==> config.mk <==
export PLATFORM = sky130hd
export DESIGN_NAME = sfu_issue_scheduler
export DESIGN_NICKNAME = d
export VERILOG_FILES = /design/src/rtl/sfu_issue_scheduler.sv
export SDC_FILE = /design/constraint.sdc
export NUM_CORES = 1
export LEC_CHECK = 0
export BUFFER_PORTS_ARGS = -buffer_cell sky130_fd_sc_hd__buf_2
export CAP_MARGIN = 20
export CORE_MARGIN = 5
export CORE_UTILIZATION = 35
export DETAILED_ROUTE_END_ITERATION = 7
export SYNTH_ARGS = -nofsm -noshare
export SYNTH_HDL_FRONTEND = slang
export SYNTH_SLANG_ARGS = --single-unit
==> constraint.sdc <==
create_clock -name CLK -period 5.2 [get_ports CLK]
set_input_delay 1.3 -clock CLK [delete_from_list [all_inputs] [get_ports CLK]]
set_output_delay 1.3 -clock CLK [all_outputs]
set_load 0.02 [all_outputs]
==> src/rtl/sfu_issue_scheduler.sv <==
// rtl/sfu_issue_scheduler.sv - issue/writeback scheduler for the scalar functional units.
// Optional round-robin writeback arbitration: define SFU_WB_ROUND_ROBIN_EN.
module sfu_issue_scheduler #(
  parameter int NREGS  = 32,
  parameter int WORD_W = 32
) (
  input  logic              CLK,
  input  logic              nRST,
  input  logic              issue_valid,
  input  logic [1:0]        issue_sfu,
  input  logic [4:0]        issue_rs1,
  input  logic [4:0]        issue_rs2,
  input  logic [4:0]        issue_rd,
  input  logic              issue_wen,
  output logic              issue_ready,
  output logic              mul_start,
  output logic              div_start,
  output logic              lsu_start,
  input  logic              mul_done,
  input  logic              div_done,
  input  logic              lsu_done,
  input  logic [WORD_W-1:0] mul_result,
  input  logic [WORD_W-1:0] div_result,
  input  logic [WORD_W-1:0] lsu_result,
  output logic              mul_ack,
  output logic              div_ack,
  output logic              lsu_ack,
  input  logic [WORD_W-1:0] arith_result,
  output logic              rf_wen,
  output logic [4:0]        rf_waddr,
  output logic [WORD_W-1:0] rf_wdata,
  output logic [NREGS-1:0]  pending_mask
);

  // Unit slots are ordered by fixed priority so the lowest index wins.
  localparam int NU = 3;
  localparam logic [1:0] U_DIV = 2'd0;
  localparam logic [1:0] U_MUL = 2'd1;
  localparam logic [1:0] U_LSU = 2'd2;

  typedef enum logic {IDLE = 1'b0, BUSY = 1'b1} state_t;

  state_t [NU-1:0]       state_q, state_d;
  logic   [NU-1:0][4:0]  rd_q, rd_d;
  logic   [NU-1:0]       wen_q, wen_d;
  logic   [NREGS-1:0]    sb_q, sb_d;

  logic [NU-1:0]             done, req, gnt;
  logic [NU-1:0][WORD_W-1:0] res;
  logic [1:0]                gidx, iu;
  logic                      any_gnt, multi, raw, waw, str_haz, wbconf;

  function automatic logic [1:0] nxt_slot(input logic [1:0] p);
    return (p == 2'd2) ? 2'd0 : p + 2'd1;
  endfunction

  assign done = {lsu_done, mul_done, div_done};
  assign res  = {lsu_result, mul_result, div_result};

  always_comb begin
    for (int k = 0; k < NU; k++) req[k] = done[k] & (state_q[k] == BUSY);
  end

`ifdef SFU_WB_ROUND_ROBIN_EN
  logic [1:0] last_q, last_d, cand;

  always_comb begin
    any_gnt = 1'b0;
    gidx    = 2'd0;
    cand    = nxt_slot(last_q);
    for (int k = 0; k < NU; k++) begin
      if (!any_gnt && req[cand]) begin
        any_gnt = 1'b1;
        gidx    = cand;
      end
      cand = nxt_slot(cand);
    end
    last_d = any_gnt ? gidx : last_q;
  end

  always_ff @(posedge CLK or negedge nRST) begin
    if (!nRST) last_q <= U_DIV;
    else       last_q <= last_d;
  end
`else
  always_comb begin
    any_gnt = 1'b0;
    gidx    = 2'd0;
    for (int k = 0; k < NU; k++) begin
      if (!any_gnt && req[k]) begin
        any_gnt = 1'b1;
        gidx    = 2'(k);
      end
    end
  end
`endif

  assign gnt = any_gnt ? (NU'(1) << gidx) : '0;

  always_comb begin
    case (issue_sfu)
      2'd1:    iu = U_MUL;
      2'd2:    iu = U_DIV;
      default: iu = U_LSU;
    endcase
  end

  // Register 0 never enters the scoreboard, so it can never match a hazard.
  assign multi   = issue_sfu != 2'd0;
  assign raw     = ((issue_rs1 != 5'd0) & sb_q[issue_rs1]) | ((issue_rs2 != 5'd0) & sb_q[issue_rs2]);
  assign waw     = issue_wen & (issue_rd != 5'd0) & sb_q[issue_rd];
  assign str_haz = multi & (state_q[iu] == BUSY);
  assign wbconf  = ~multi & issue_wen & any_gnt;

  assign issue_ready = issue_valid & ~raw & ~waw & ~str_haz & ~wbconf;
  assign mul_start   = issue_ready & (issue_sfu == 2'd1);
  assign div_start   = issue_ready & (issue_sfu == 2'd2);
  assign lsu_start   = issue_ready & (issue_sfu == 2'd3);

  assign div_ack = gnt[U_DIV];
  assign mul_ack = gnt[U_MUL];
  assign lsu_ack = gnt[U_LSU];

  always_comb begin
    rf_wen   = 1'b0;
    rf_waddr = 5'd0;
    rf_wdata = '0;
    if (any_gnt) begin
      rf_wen   = wen_q[gidx] & (rd_q[gidx] != 5'd0);
      rf_waddr = rd_q[gidx];
      rf_wdata = res[gidx];
    end else if (issue_ready && !multi && issue_wen) begin
      rf_wen   = issue_rd != 5'd0;
      rf_waddr = issue_rd;
      rf_wdata = arith_result;
    end
  end

  // Issue set is applied after the grant clear so a same-register set wins.
  always_comb begin
    state_d = state_q;
    rd_d    = rd_q;
    wen_d   = wen_q;
    sb_d    = sb_q;
    if (any_gnt) begin
      state_d[gidx] = IDLE;
      if (wen_q[gidx]) sb_d[rd_q[gidx]] = 1'b0;
    end
    if (issue_ready && multi) begin
      state_d[iu] = BUSY;
      rd_d[iu]    = issue_rd;
      wen_d[iu]   = issue_wen;
      if (issue_wen && issue_rd != 5'd0) sb_d[issue_rd] = 1'b1;
    end
  end

  always_ff @(posedge CLK or negedge nRST) begin
    if (!nRST) begin
      for (int k = 0; k < NU; k++) state_q[k] <= IDLE;
      rd_q  <= '0;
      wen_q <= '0;
      sb_q  <= '0;
    end else begin
      state_q <= state_d;
      rd_q    <= rd_d;
      wen_q   <= wen_d;
      sb_q    <= sb_d;
    end
  end

  assign pending_mask = sb_q;

endmodule

==> impl_metrics.csv, run 1 <==
group,metric,value,unit
setup_path,crit_type,"input port to output pin",
routing,viasPerCell,5.95,
pwr,ir_drop,183,µV
sta,period_minus_slack,5.03,ns
logic_synthesis,ys_seq_area_share,29.0,%
routing,via_count,5644,
routing,wl_per_cell,20.6,µm
setup_path,r2r-start,"pending_mask[27]",
logic_synthesis,ys.warnings.count,0,
setup_path,reg2reg_slack,2.18,ns
sta,max_freq,0.199,GHz
setup_path,crit_path_end,"rf_wen",
logic_synthesis,synth_area_leaders,"dfrtp_1, o21ai_0, mux4_2",
sta,slew_violations,0,
logic_synthesis,ys_types,47,
finish,layout.cells.non_filler,948,
grt,grt_use_total,23.8,%
clock_tree,clk_pin_slew,0.07,ns
clock_tree,cts_hold_buf,0,
finish,final_util,47.6,%
grt,grt_pass1_wl,30500,µm
placed_design,post-dp-hpwl,14900,µm
placed_design,gp_congestion,0.942,
routing,dr.pass1.iters,6,
routing,drc_errors,0,
finish,area_delta_synth_final,32.3,%
sta,setup-violations-final,0,
clock_tree,insertion_delay,0.30,ns
logic_synthesis,synth_area,4580,µm²
logic_synthesis,netlist_instances,573,
setup_path,critPathMaxFanout,27,
clock_tree,clock_sinks,53,
grt,overflow,0,
routing,ant_nets,0,
finish,drive_gt1_share,38.9,%
sta,maxSlewHeadroom,51.4,%
die,coreArea,12700,µm²
finish,nFillCells,1322,
clock_tree,root_buffer,"clkbuf_16",
pwr,power_leakage,2.74,nW
logic_synthesis,synth.most_common_cell,"o21ai_0",
logic_synthesis,synth_ff_type,"dfrtp_1",
setup_path,r2r_end,"pending_mask[18]",
setup_path,startpoint_type,"input port",
routing,drt_iter0_drc,451,
logic_synthesis,async_reset_ff_share,100,%
die,initial_core_util,36.0,%
die,ios,229,
clock_tree,cts_tree,"built",
min_path,hold_path_class,"flip-flop to flip-flop",
sta,worst_hold_slack,0.503,ns
clock_tree,cts_buffer_depth,2,
grt,grt_max_degree,66,
sta,worst_pin_slew,0.729,ns
logic_synthesis,synth.largest_area_cell,"dfrtp_1",
logic_synthesis,syn_nets,729,
setup_path,arrival,3.73,ns
setup_path,cp_cell_sequence,"buf_2 -> nor2b_1 -> a2111oi_0 -> o311ai_1 -> nor4_4 -> nand3_2 -> buf_4 -> o21ai_1 -> buf_2",
setup_path,end_kind,"output pin",
logic_synthesis,syn_avg_cell_area,7.99,µm²
die,die_w,124,µm
setup_path,slowest_delay,0.55,ns
grt,antenna_found_initial,0,
run_status,outcome,"complete, no violations",
setup_path,crit_top_cell,"buf_2",
finish,final_area,6060,µm²
sta,fin_crit_sh,96.7,%
placed_design,portBuffers,228,
die,rows,41,
setup_path,required,3.90,ns
routing,wl,19500,µm
setup_path,worst_path_max_delay_cell,"a2111oi_0",
die,die_h,124,µm
clock_tree,htree_levels,2,
setup_path,worst-r2r-cell-count,8,
logic_synthesis,synth.top_cell.area_share,29.0,%
setup_path,critPathLaunch,"issue_rs1[2]",
logic_synthesis,ys_ff_latch,53,
placed_design,dpl.cell_count,940,
finish,nNetsFinal,931,
flow_run,cap_violations,0,
placed_design,placed_area,5880,µm²
sta,hold_viol,0,
clock_tree,numCtsBuffers,5,
logic_synthesis,synth_common_cells,"o21ai_0, nand2_1, dfrtp_1, clkbuf_1, a31oi_1",
finish,antenna-diode-count,0,
logic_synthesis,synth-edff-count,0,
pwr,power_density,394,nW/µm²
grt,grt_pass1_vias,5621,
die,die_area,15500,µm²
sta,fin_skew,0.00710,ns
==> worst min-delay path by stage <==
stage                         from       end  slack [ns]  cells past startpoint
after global routing      wen_q[0]  wen_q[0]        0.51                      1
final                     wen_q[0]  wen_q[0]        0.50                      1
after detailed placement   rd_q[4]   rd_q[4]        0.49                      1
after floorplan            rd_q[0]   rd_q[0]        0.47                      1
after global placement    wen_q[0]  wen_q[0]        0.48                      1
after CTS                  rd_q[4]   rd_q[4]        0.50                      1
==> where the power goes <==
group / switching, W / internal (W) / total, W
clock: 0.000149 / 0.000241 / 0.000390
combinational: 0.000831 / 0.000493 / 0.00132
sequential: 0.000131 / 0.000540 / 0.000671
==> kinds of logic (layout without fill, tap and decap cells) <==
kind of cell	after synthesis	in the layout	synth area share (%)
compound gates	241	241	31.1
fa+ha+maj	4	4	1.09
buf+inv	66	269	5.57
flops	53	53	29.0
mux	56	56	17.5
simple gates	153	153	15.8
==> repair_timing <==
action	in CTS	in global routing
setup endpoints to repair	0	40
buffers inserted	0	0
resized for setup	0	1
==> registers in the layout, summed over array words and instances, names as in the netlist <==
signal / cells
pending_mask: 32
wen_q: 3
rd_q: 15
state_q: 3
==> cell usage in the layout (no fill, tap or decap), types with 3 or more instances in the layout <==
cell	n
a31oi_1	39
dfrtp_1	53
o21ai_1	19
buf_2	228
o2111ai_1	3
o21a_1	3
nor3_1	8
o21ai_0	92
mux2_2	21
nand3b_1	6
o22ai_1	5
a31o_2	3
buf_4	18
inv_1	15
ha_1	4
o31ai_1	31
nand2_1	84
a21oi_1	33
nand3_1	17
nor2_1	10
nor2b_1	6
nand4_1	6
clkbuf_16	5
mux2i_1	18
mux4_2	17
==> metrics by stage <==
stage	power (W)	TNS (ns)	setup slack, ns
floorplan	0.00149	0	0.0949
global placement	0.00197	0	0.128
detailed placement	0.00198	0	0.0608
CTS	0.00238	0	0.0377
global route	0.00253	-0.00145	-0.00145
finish	0.00238	0	0.172
==> area by class of cell <==
class | count | area [µm²] | share of cell area (%)
Multi-Input combinational cell | 454 | 3010 | 49.7
Sequential cell | 53 | 1330 | 21.9
Timing Repair Buffer | 246 | 1280 | 21.1
Tap cell | 172 | 215 | 3.55
Clock buffer | 7 | 143 | 2.35
Inverter | 15 | 56.3 | 0.929
Clock inverter | 1 | 30.0 | 0.495
==> critical path: cells and delay by family <==
family	cells	cell delay, ns
AO/OA/AOI/OAI	3	1.01
buffers and inverters	3	0.76
AND/OR/NAND/NOR	3	0.65
==> layer usage <==
| layer | wire, µm | track usage (%) |
|---|---|---|
| met1 | 7940 | 30.9 |
| met2 | 9600 | 40.2 |
| met3 | 1550 | 5.02 |
| met4 | 414 | 6.25 |
| met5 | 0 | 0 |
(Power assumes the default switching activity.)
==> inputs of run 2 (changes only) <==
ABC_AREA = 1   (was default)
==> impl_metrics.csv, run 2 <==
group,metric,value,unit
grt,grt_use_total,24.7,%
clock_tree,cts_setup_buffers,0,
clock_tree,cts_hold_buf,0,
grt,grt_max_degree,66,
die,initial_core_util,35.9,%
sta,fin_tns_setup,0,ns
setup_path,cp_cell_sequence,"buf_2 -> inv_1 -> nand2_1 -> nand3_1 -> nand2_1 -> nand2_1 -> nand2_1 -> inv_1 -> nand2_1 -> nand2_1 -> nand2_1 -> nor2_2 -> nand2_4 -> nor2_2 -> buf_4 -> nand2_1 -> nand2_1 -> buf_2",
clock_tree,cts_buffer_depth,2,
placed_design,portBuffers,228,
logic_synthesis,ys_ff_latch,53,
pwr,finalPower,0.00297,W
finish,nNetsFinal,1346,
sta,period_minus_slack,4.91,ns
logic_synthesis,synth_area,5500,µm²
finish,multi_input_area,3580,µm²
sta,fin_crit_sh,94.4,%
clock_tree,clock_sinks,53,
clock_tree,root_buffer,"clkbuf_16",
sta,worst_pin_slew,0.979,ns
logic_synthesis,synth-edff-count,0,
finish,nFillCells,1733,
clock_tree,clk_pin_slew,0.07,ns
placed_design,dpl.cell_count,1394,
finish,layout.cells.non_filler,1402,
finish,largest_register_ffs,32,
run_status,outcome,"complete, no violations",
pwr,power_density,428,nW/µm²
finish,seq_area,1330,µm²
setup_path,worst-r2r-cell-count,12,
routing,via_count,7197,
setup_path,critPathTopFamily,"simple AND/OR/NAND/NOR gates",
clock_tree,htree_levels,2,
setup_path,worst_path_max_delay_cell,"inv_1",
logic_synthesis,netlist_instances,989,
logic_synthesis,synth_area_leaders,"nand2_1, dfrtp_1, nand3_1",
finish,drive_gt1_share,22.9,%
die,die_area,18300,µm²
routing,dr.pass1.iters,5,
pwr,combPwrFrac,62.2,%
die,coreArea,15300,µm²
routing,met3_length,1830,µm
logic_synthesis,synth_ff_type,"dfrtp_1",
pwr,power_leakage,4.06,nW
routing,wl_met2,11100,µm
logic_synthesis,synth.most_common_cell,"nand2_1",
setup_path,end_kind,"output pin",
routing,viasPerCell,5.13,
routing,wl_per_cell,16.9,µm
die,die_h,135,µm
logic_synthesis,synthMuxAreaShare,0,%
sta,rsz0062_at_grt,"false",
logic_synthesis,synth.largest_area_cell,"nand2_1",
setup_path,cp.buffers_inverters,5,
grt,grt_pass1_wl,36200,µm
pwr,ir_drop,149,µV
setup_path,startpoint_type,"input port",
setup_path,crit_top_cell,"nand2_1",
finish,area_delta_synth_final,26.1,%
clock_tree,cts_resized,0,
logic_synthesis,synth_common_cells,"nand2_1, nand3_1, inv_1, dfrtp_1, o211ai_1",
setup_path,crit_type,"input port to output pin",
clock_tree,insertion_delay,0.30,ns
logic_synthesis,syn_avg_cell_area,5.56,µm²
grt,grt_pass1_vias,6517,
logic_synthesis,syn_nets,1145,
clock_tree,cts_tree,"built",
min_path,hold_path_class,"flip-flop to flip-flop",
sta,setup-violations-final,0,
grt,antenna_found_initial,0,
sta,hold_viol,0,
placed_design,gp_congestion,0.942,
logic_synthesis,async_reset_ff_share,100,%
min_path,hold_depth,2,
finish,layout_commonest_cell,"nand2_1",
logic_synthesis,ys_seq_area_share,24.1,%
sta,max_freq,0.204,GHz
logic_synthesis,synth_compound_area_share,13.9,%
flow_run,cap_violations,0,
logic_synthesis,synth_xor_xnor_area_share,0,%
die,rows,45,
routing,drt_iter0_drc,737,
setup_path,arrival,3.61,ns
logic_synthesis,synth.top_cell.area_share,36.8,%
sta,slew_violations,0,
sta,maxSlewHeadroom,34.2,%
clock_tree,numCtsBuffers,5,
logic_synthesis,synthAdderAreaFrac,0.911,%
pwr,power.switching,0.00161,W
pwr,switching_share,54.2,%
setup_path,critPathMaxFanout,29,
routing,ant_nets,0,
logic_synthesis,synth_top_family_by_area,"simple AND/OR/NAND/NOR gates",
finish,layout_common_cells,"nand2_1, buf_2, nand3_1",
logic_synthesis,ys_types,29,
logic_synthesis,synth-simple-area-share,50.2,%
die,die_w,135,µm
setup_path,required,3.90,ns
sta,fin_skew,0.00738,ns
routing,routed.top_layer,"met4",
setup_path,slowest_delay,0.34,ns
logic_synthesis,ys.warnings.count,0,
placed_design,post-dp-hpwl,18100,µm
sta,worst_hold_slack,0.482,ns
die,ios,229,
pwr,clkPwrFrac,11.6,%
grt,overflow,0,
setup_path,worst-path-stages,18,
routing,met1_length,10000,µm
pwr,internal_power,0.00136,W
finish,antenna-diode-count,0,
routing,drc_errors,0,
pwr,pwr-share-seq,26.2,%
routing,wl,23600,µm
## run 2: cell types whose count changed after synthesis, sizes merged, moves of 35 or more
cell    delta
o211ai    +35
nand3     +61
o21ai     -67
inv       +57
a31oi     -37
nand2    +456
## run 2: final cells by class
type | count | area share [%]
clock buffers | 5 | 1.81
well taps | 211 | 3.81
clock inverters | 3 | 0.307
multi-input cells | 804 | 51.7
repair buffers | 252 | 19.2
flip-flops and latches | 53 | 19.1
inverters | 74 | 4.03
## run 2: power by group through the flow
stage / clock [W] / sequential, W / combinational, W
after floorplan: 0 / 0.000814 / 0.00116
after global placement: 0 / 0.000784 / 0.00183
after global routing: 0.000366 / 0.000797 / 0.00205
final: 0.000344 / 0.000778 / 0.00185
after CTS: 0.000350 / 0.000772 / 0.00184
after detailed placement: 0 / 0.000778 / 0.00184
## run 2: tightest hold or removal path, cell delays in order, from the launching register on
cell and delay, ns:
dfrtp_1 0.34, nand2_1 0.05, nand2_1 0.06
## run 2: cells by family after synthesis
group,count (synthesis)
buf+inv,132
simple gates,683
fa+ha+maj,4
compound gates,117
flops,53
## run 2: metrics by stage
step | setup slack (ns) | util (%) | instance area, µm²
final | 0.290 | 45.2 | 6930
after detailed placement | 0.316 | 44.3 | 6780
after global routing | 0.0418 | 45.2 | 6930
after floorplan | 0.997 | - | 5500
after CTS | 0.313 | 45.2 | 6930
after global placement | 0.334 | 44.3 | 6780
## run 2: path summary, 6_finish.rpt
path | from | to | slack [ns]
worst max-delay path | issue_rs1[0] | rf_wdata[19] | 0.29
worst min-delay path | rd_q[7] | rd_q[7] | 0.48
worst max register to register | state_q[0] | pending_mask[9] | 2.31
worst min register to register | rd_q[7] | rd_q[7] | 0.48
max in group asynchronous | nRST | pending_mask[0] | 3.60
min in group asynchronous | nRST | rd_q[8] | 1.11
## run 2: metal layers
layer  track usage (%)  vias up
li1                  -     3557
met1              32.5     3272
met2              41.1      333
met3              4.01       35
met4              8.40        0
met5                 0        -
